<file path="config.mk">
export PLATFORM = sky130hd
export DESIGN_NAME = movimentacao_servo
export DESIGN_NICKNAME = d
export VERILOG_FILES = /design/src/rtl/movimentacao_servo.sv
export SDC_FILE = /design/constraint.sdc
export NUM_CORES = 1
export LEC_CHECK = 0
export CAP_MARGIN = 20
export CORE_MARGIN = 4
export CORE_UTILIZATION = 38
export CTS_CLUSTER_SIZE = 12
export DETAILED_ROUTE_END_ITERATION = 10
export GPL_TIMING_DRIVEN = 0
export REMOVE_ABC_BUFFERS = 1
export SLEW_MARGIN = 20
export SYNTH_ARGS = -nofsm -noshare
export SYNTH_HDL_FRONTEND = slang
export SYNTH_SLANG_ARGS = --single-unit
</file>
<file path="constraint.sdc">
create_clock -name clock -period 3.2 [get_ports clock]
set_input_delay 0.96 -clock clock [delete_from_list [all_inputs] [get_ports clock]]
set_output_delay 0.96 -clock clock [all_outputs]
set_load 0.01 [all_outputs]
</file>
<file path="src/rtl/movimentacao_servo.sv">
// Servo sweep sequencer: ping-pong position code 00..11 with fixed dwell per step,
// returning to 00 one step per dwell when switched off.
module movimentacao_servo #(
    parameter int unsigned PERIODO_PASSO = 50000000,
    parameter int unsigned LARGURA_CONT  = $clog2(PERIODO_PASSO)
) (
    input  logic       clock,
    input  logic       reset,
    input  logic       ligar,
    input  logic       pausar,
    output logic [1:0] posicao,
    output logic       sentido,
    output logic       passo,
    output logic [1:0] db_estado
);

    typedef enum logic [1:0] {
        StParado  = 2'b00,
        StConta   = 2'b01,
        StRetorno = 2'b10
    } estado_t;

    localparam logic [LARGURA_CONT-1:0] ContFinal = LARGURA_CONT'(PERIODO_PASSO - 1);

    estado_t                 estado_q;
    logic [LARGURA_CONT-1:0] cont_q;
    logic [LARGURA_CONT-1:0] cont_prox;
    logic                    fim;
    logic [1:0]              pos_passo;
    logic                    sent_passo;

    assign db_estado = estado_q;
    assign fim       = !pausar && (cont_q == ContFinal);

    always_comb begin
        cont_prox = cont_q;
        if (fim) begin
            cont_prox = '0;
        end else if (!pausar) begin
            cont_prox = cont_q + 1'b1;
        end
    end

    // Ping-pong step: the end positions reverse direction without repeating.
    always_comb begin
        pos_passo  = posicao;
        sent_passo = sentido;
        if (sentido) begin
            if (posicao == 2'b11) begin
                pos_passo  = 2'b10;
                sent_passo = 1'b0;
            end else begin
                pos_passo = posicao + 2'd1;
            end
        end else begin
            if (posicao == 2'b00) begin
                pos_passo  = 2'b01;
                sent_passo = 1'b1;
            end else begin
                pos_passo = posicao - 2'd1;
            end
        end
    end

    always_ff @(posedge clock) begin
        if (!reset) begin
            estado_q <= StParado;
            cont_q   <= '0;
            posicao  <= 2'b00;
            sentido  <= 1'b1;
            passo    <= 1'b0;
        end else begin
            passo <= 1'b0;
            unique case (estado_q)
                StParado: begin
                    cont_q <= '0;
                    if (ligar) begin
                        estado_q <= StConta;
                    end
                end
                StConta: begin
                    cont_q <= cont_prox;
                    if (fim) begin
                        posicao <= pos_passo;
                        sentido <= sent_passo;
                        passo   <= 1'b1;
                    end
                    // Leaving overrides the step's direction, but the step itself still lands.
                    if (!ligar) begin
                        estado_q <= StRetorno;
                        sentido  <= 1'b0;
                    end
                end
                StRetorno: begin
                    if (posicao == 2'b00) begin
                        estado_q <= StParado;
                        cont_q   <= '0;
                        sentido  <= 1'b1;
                    end else begin
                        cont_q <= cont_prox;
                        if (fim) begin
                            posicao <= posicao - 2'd1;
                            passo   <= 1'b1;
                        end
                        if (ligar) begin
                            estado_q <= StConta;
                        end
                    end
                end
                default: begin
                    estado_q <= StParado;
                    cont_q   <= '0;
                end
            endcase
        end
    end

endmodule

</file>
==> summary.md, run 1 <==
| Metric | Value |
|---|---|
| Worst reg2reg path endpoint | `cont_q[20]` |
| Worst Path Arrival | `3.00 ns` |
| Standard cell core area | `4380 µm²` |
| Height of the chip | `75.6 µm` |
| Remaining antenna violation count after routing | `0` |
| Setup-violating endpoint count in the final report | `0` |
| RSZ-0062 raised after global routing | `no` |
| Hold path startpoint | `cont_q[25]` |
| Antenna violations before repair | `0` |
| Seq cells post-synth | `32` |
| Placed cell areas | `1880 µm²` |
| Design area | `1980 µm²` |
| Post-layout utilization of the core | `45.1%` |
| Top-count cell post-synth | `dfxtp_1` |
| Netlist Area Pre-Place | `1740 µm²` |
| Cell count of the worst hold path | `2` |
| Clk_skew | `0.00456 ns` |
| CTS Buf Count | `5` |
| Setup slack on the worst flop-to-flop path | `1.17 ns` |
| Portion of the clock cycle consumed by the worst path in the final layout | `87.3%` |
| Worst Hold End | `cont_q[25]` |
| Fraction of final layout cells with drive strength greater than 1 | `5.71%` |
| Top cell type's share of synthesized area | `36.9%` |
| Total congestion overflow | `0` |
| Post-synthesis average cell area | `8.73 µm²` |
| FFs w/ async S/R, synth | `0%` |
| Post-synthesis instance total | `199` |
| Routed wire per std cell | `13.0 µm` |
| Headroom to the max-slew limit | `65.0%` |
| Number of vias after detailed routing | `1427` |
| Main area contributors after synthesis | `dfxtp_1, ha_1, nand4_1, xnor2_1, nor2_1` |
| Type of the worst setup path | `input port to flop` |
| Power consumption | `0.796 mW` |
| Synth warn | `0` |
| Count of distinct cell types in the synthesized netlist | `36` |
| DRC marker count from the first detailed-route iteration | `90` |
| Commonest cells in the netlist | `dfxtp_1, nor2_1, a21oi_1, nand4_1, nand2_1` |
| Largest net degree at the start of global routing | `15` |
| Number of global-route vias before repair | `1338` |
| Input/output buffers | `9` |
| Clk root buf | `clkbuf_8` |
| Row count | `24` |
| Post-CTS Setup Inserts | `0` |
| CTS sink cnt | `32` |
| Largest fanout of any net on the critical path | `7` |
| Maximum count of clock buffers along a single path | `2` |
| Max rail drop VDD | `0.000243 V` |
| Required time worst endpoint | `3.41 ns` |
| Tightest Pin Transition | `0.525 ns` |
| Final cell count without fillers | `262` |
| Horizontal die dimension | `75.6 µm` |
| Count of pins on the block boundary | `10` |
| Hold Buf Count CTS | `0` |
| Clock tree from TritonCTS | `yes` |
| Area taken by flip-flops and latches | `641 µm²` |
| Share of the yosys chip area belonging to registers | `36.9%` |
| Placed wire-length estimate | `2480 µm` |
| Initial DRT Pass Iterations | `4` |
| Cell taking the most area after synthesis | `dfxtp_1` |
| Layout Nets | `223` |
| Placer's final routability congestion estimate | `0.751` |
| Startpoint kind of the worst setup timing path | `input port` |
| Element type at the critical path end | `flop` |
| Number of levels in the clock H-tree | `2` |
| Clock edge transition at the registers on the reported setup and hold paths | `0.06 ns` |
| Worst min-delay path category | `flop to flop` |
| Final-report hold violation count | `0` |
| Sum of routed wire length over all layers | `3400 µm` |
| Initial core utilization | `39.6%` |
| Achievable clock frequency | `358 MHz` |
| Combined area of the multi-input logic cells | `1040 µm²` |
| Synthesis-to-layout area growth | `13.8%` |
| Number of antenna diodes | `0` |
| PostCTS Resize Cnt | `0` |
| Result of the run | `finished clean` |
| Placed cells | `255` |
| Number of enable-type register cells in the synthesized netlist | `0` |
| Clock latency of the later-clocked register in the worst-skew pair | `0.28 ns` |
| Worst Reg2Reg Path Length in Cells | `7` |
| Global-route wire length before repair | `6150 µm` |
| Static leakage | `0.616 nW` |
| Final critical path time including I/O delays and setup | `2.79 ns` |
| Drt drc | `0` |
| Worst reg2reg startpoint | `db_estado[0]` |
| Number of maximum-capacitance violations | `0` |
| Final-report max-slew violation count | `0` |
| Commonest register cell after synthesis | `dfxtp_1` |
| Total track usage | `14.1%` |
| Power per standard cell area | `402 nW/µm²` |
| Die footprint | `5720 µm²` |
| Routed vias/inst | `5.45` |
| Fill cell instance count of the final layout | `424` |
## critical path, cell delays in order
cell             delay [ns]
clkdlybuf4s50_1        0.52
nand4b_1               0.31
or4_1                  0.63
or4_1                  0.43
a21oi_1                0.15
## logic make-up (layout without fill, tap and decap cells)
family	after synthesis	after routing	share of synthesized area, %
multiplexers	5	5	2.88
flip-flops	32	32	36.9
AND/OR/NAND/NOR	88	88	30.1
XOR/XNOR	14	14	7.06
buffers and inverters	15	26	3.67
adder cells (fa/ha/maj)	9	9	6.48
AO/OA/AOI/OAI	36	36	12.9
## cells in the final DEF (no fill, tap or decap), drive strengths merged, types with 4 or more instances in the layout
cell	instances
nand4	13
a21oi	12
nor3	4
nor2	17
nand2	11
dfxtp	32
clkbuf	7
o31ai	5
o21ai	8
mux2i	5
ha	9
clkdlybuf4s50	9
or4	7
inv	9
xor2	6
nor2b	6
nand3	7
or3	5
xnor2	8
and4	4
## metrics by stage
stage / setup slack (ns) / hold slack (ns) / setup TNS (ns)
final: 0.406 / 0.489 / 0
after global routing: 0.236 / 0.514 / 0
after CTS: 0.418 / 0.493 / 0
after detailed placement: 0.132 / 0.484 / 0
after global placement: -0.596 / 0.478 / -13.75
after floorplan: 0.648 / 0.447 / 0
## layout make-up
type	count	share of cell area [%]
timing repair buffer	10	5.32
sequential	32	32.4
clock buffer	7	4.87
tap	52	3.29
multi-input combinational	152	52.4
inverter	9	1.71
## registers in the layout (all words and copies together) (netlist names)
signal     cells
posicao        2
sentido        1
db_estado      2
cont_q        26
passo          1
## metal layers
layer  wire length, µm  GRT usage (%)
met1              1820           20.1
met2              1460           19.9
met4                40           5.24
met3                76           4.35
met5                 0              0
## power by group
part,internal (mW),switching (mW),leakage (nW)
registers,0.403,0.00582,0.258
logic,0.0290,0.0292,0.308
clock network,0.191,0.137,0.0503
total,0.623,0.172,0.616
## worst max-delay path by stage
stage                      start         end  slack (ns)  cells after the start
after floorplan           pausar   cont_q[0]        0.65                      4
after global placement    pausar   cont_q[5]       -0.60                      5
after detailed placement  pausar  cont_q[19]        0.13                      5
after CTS                 pausar  cont_q[19]        0.42                      5
after global routing      pausar  cont_q[19]        0.24                      5
final                     pausar  cont_q[19]        0.41                      5
No activity file was read; power rests on OpenSTA's default activity.
==> run 2, diff against run 1 <==
==> constraint.sdc (replaced) <==
create_clock -name clock -period 3.13 [get_ports clock]
set_input_delay 0.939 -clock clock [delete_from_list [all_inputs] [get_ports clock]]
set_output_delay 0.939 -clock clock [all_outputs]
set_load 0.01 [all_outputs]
==> results of run 2 <==
The final DEF is identical to that of run 1. Status: finished clean.
Main changes from that run: setup slack after placement 0.132 ns -> 0.0831 ns; setup slack after layout 0.406 ns -> 0.357 ns; register-to-register setup slack 1.17 ns -> 1.10 ns; total power 0.796 mW -> 0.813 mW; worst IR drop on VDD 0.000243 V -> 0.000248 V
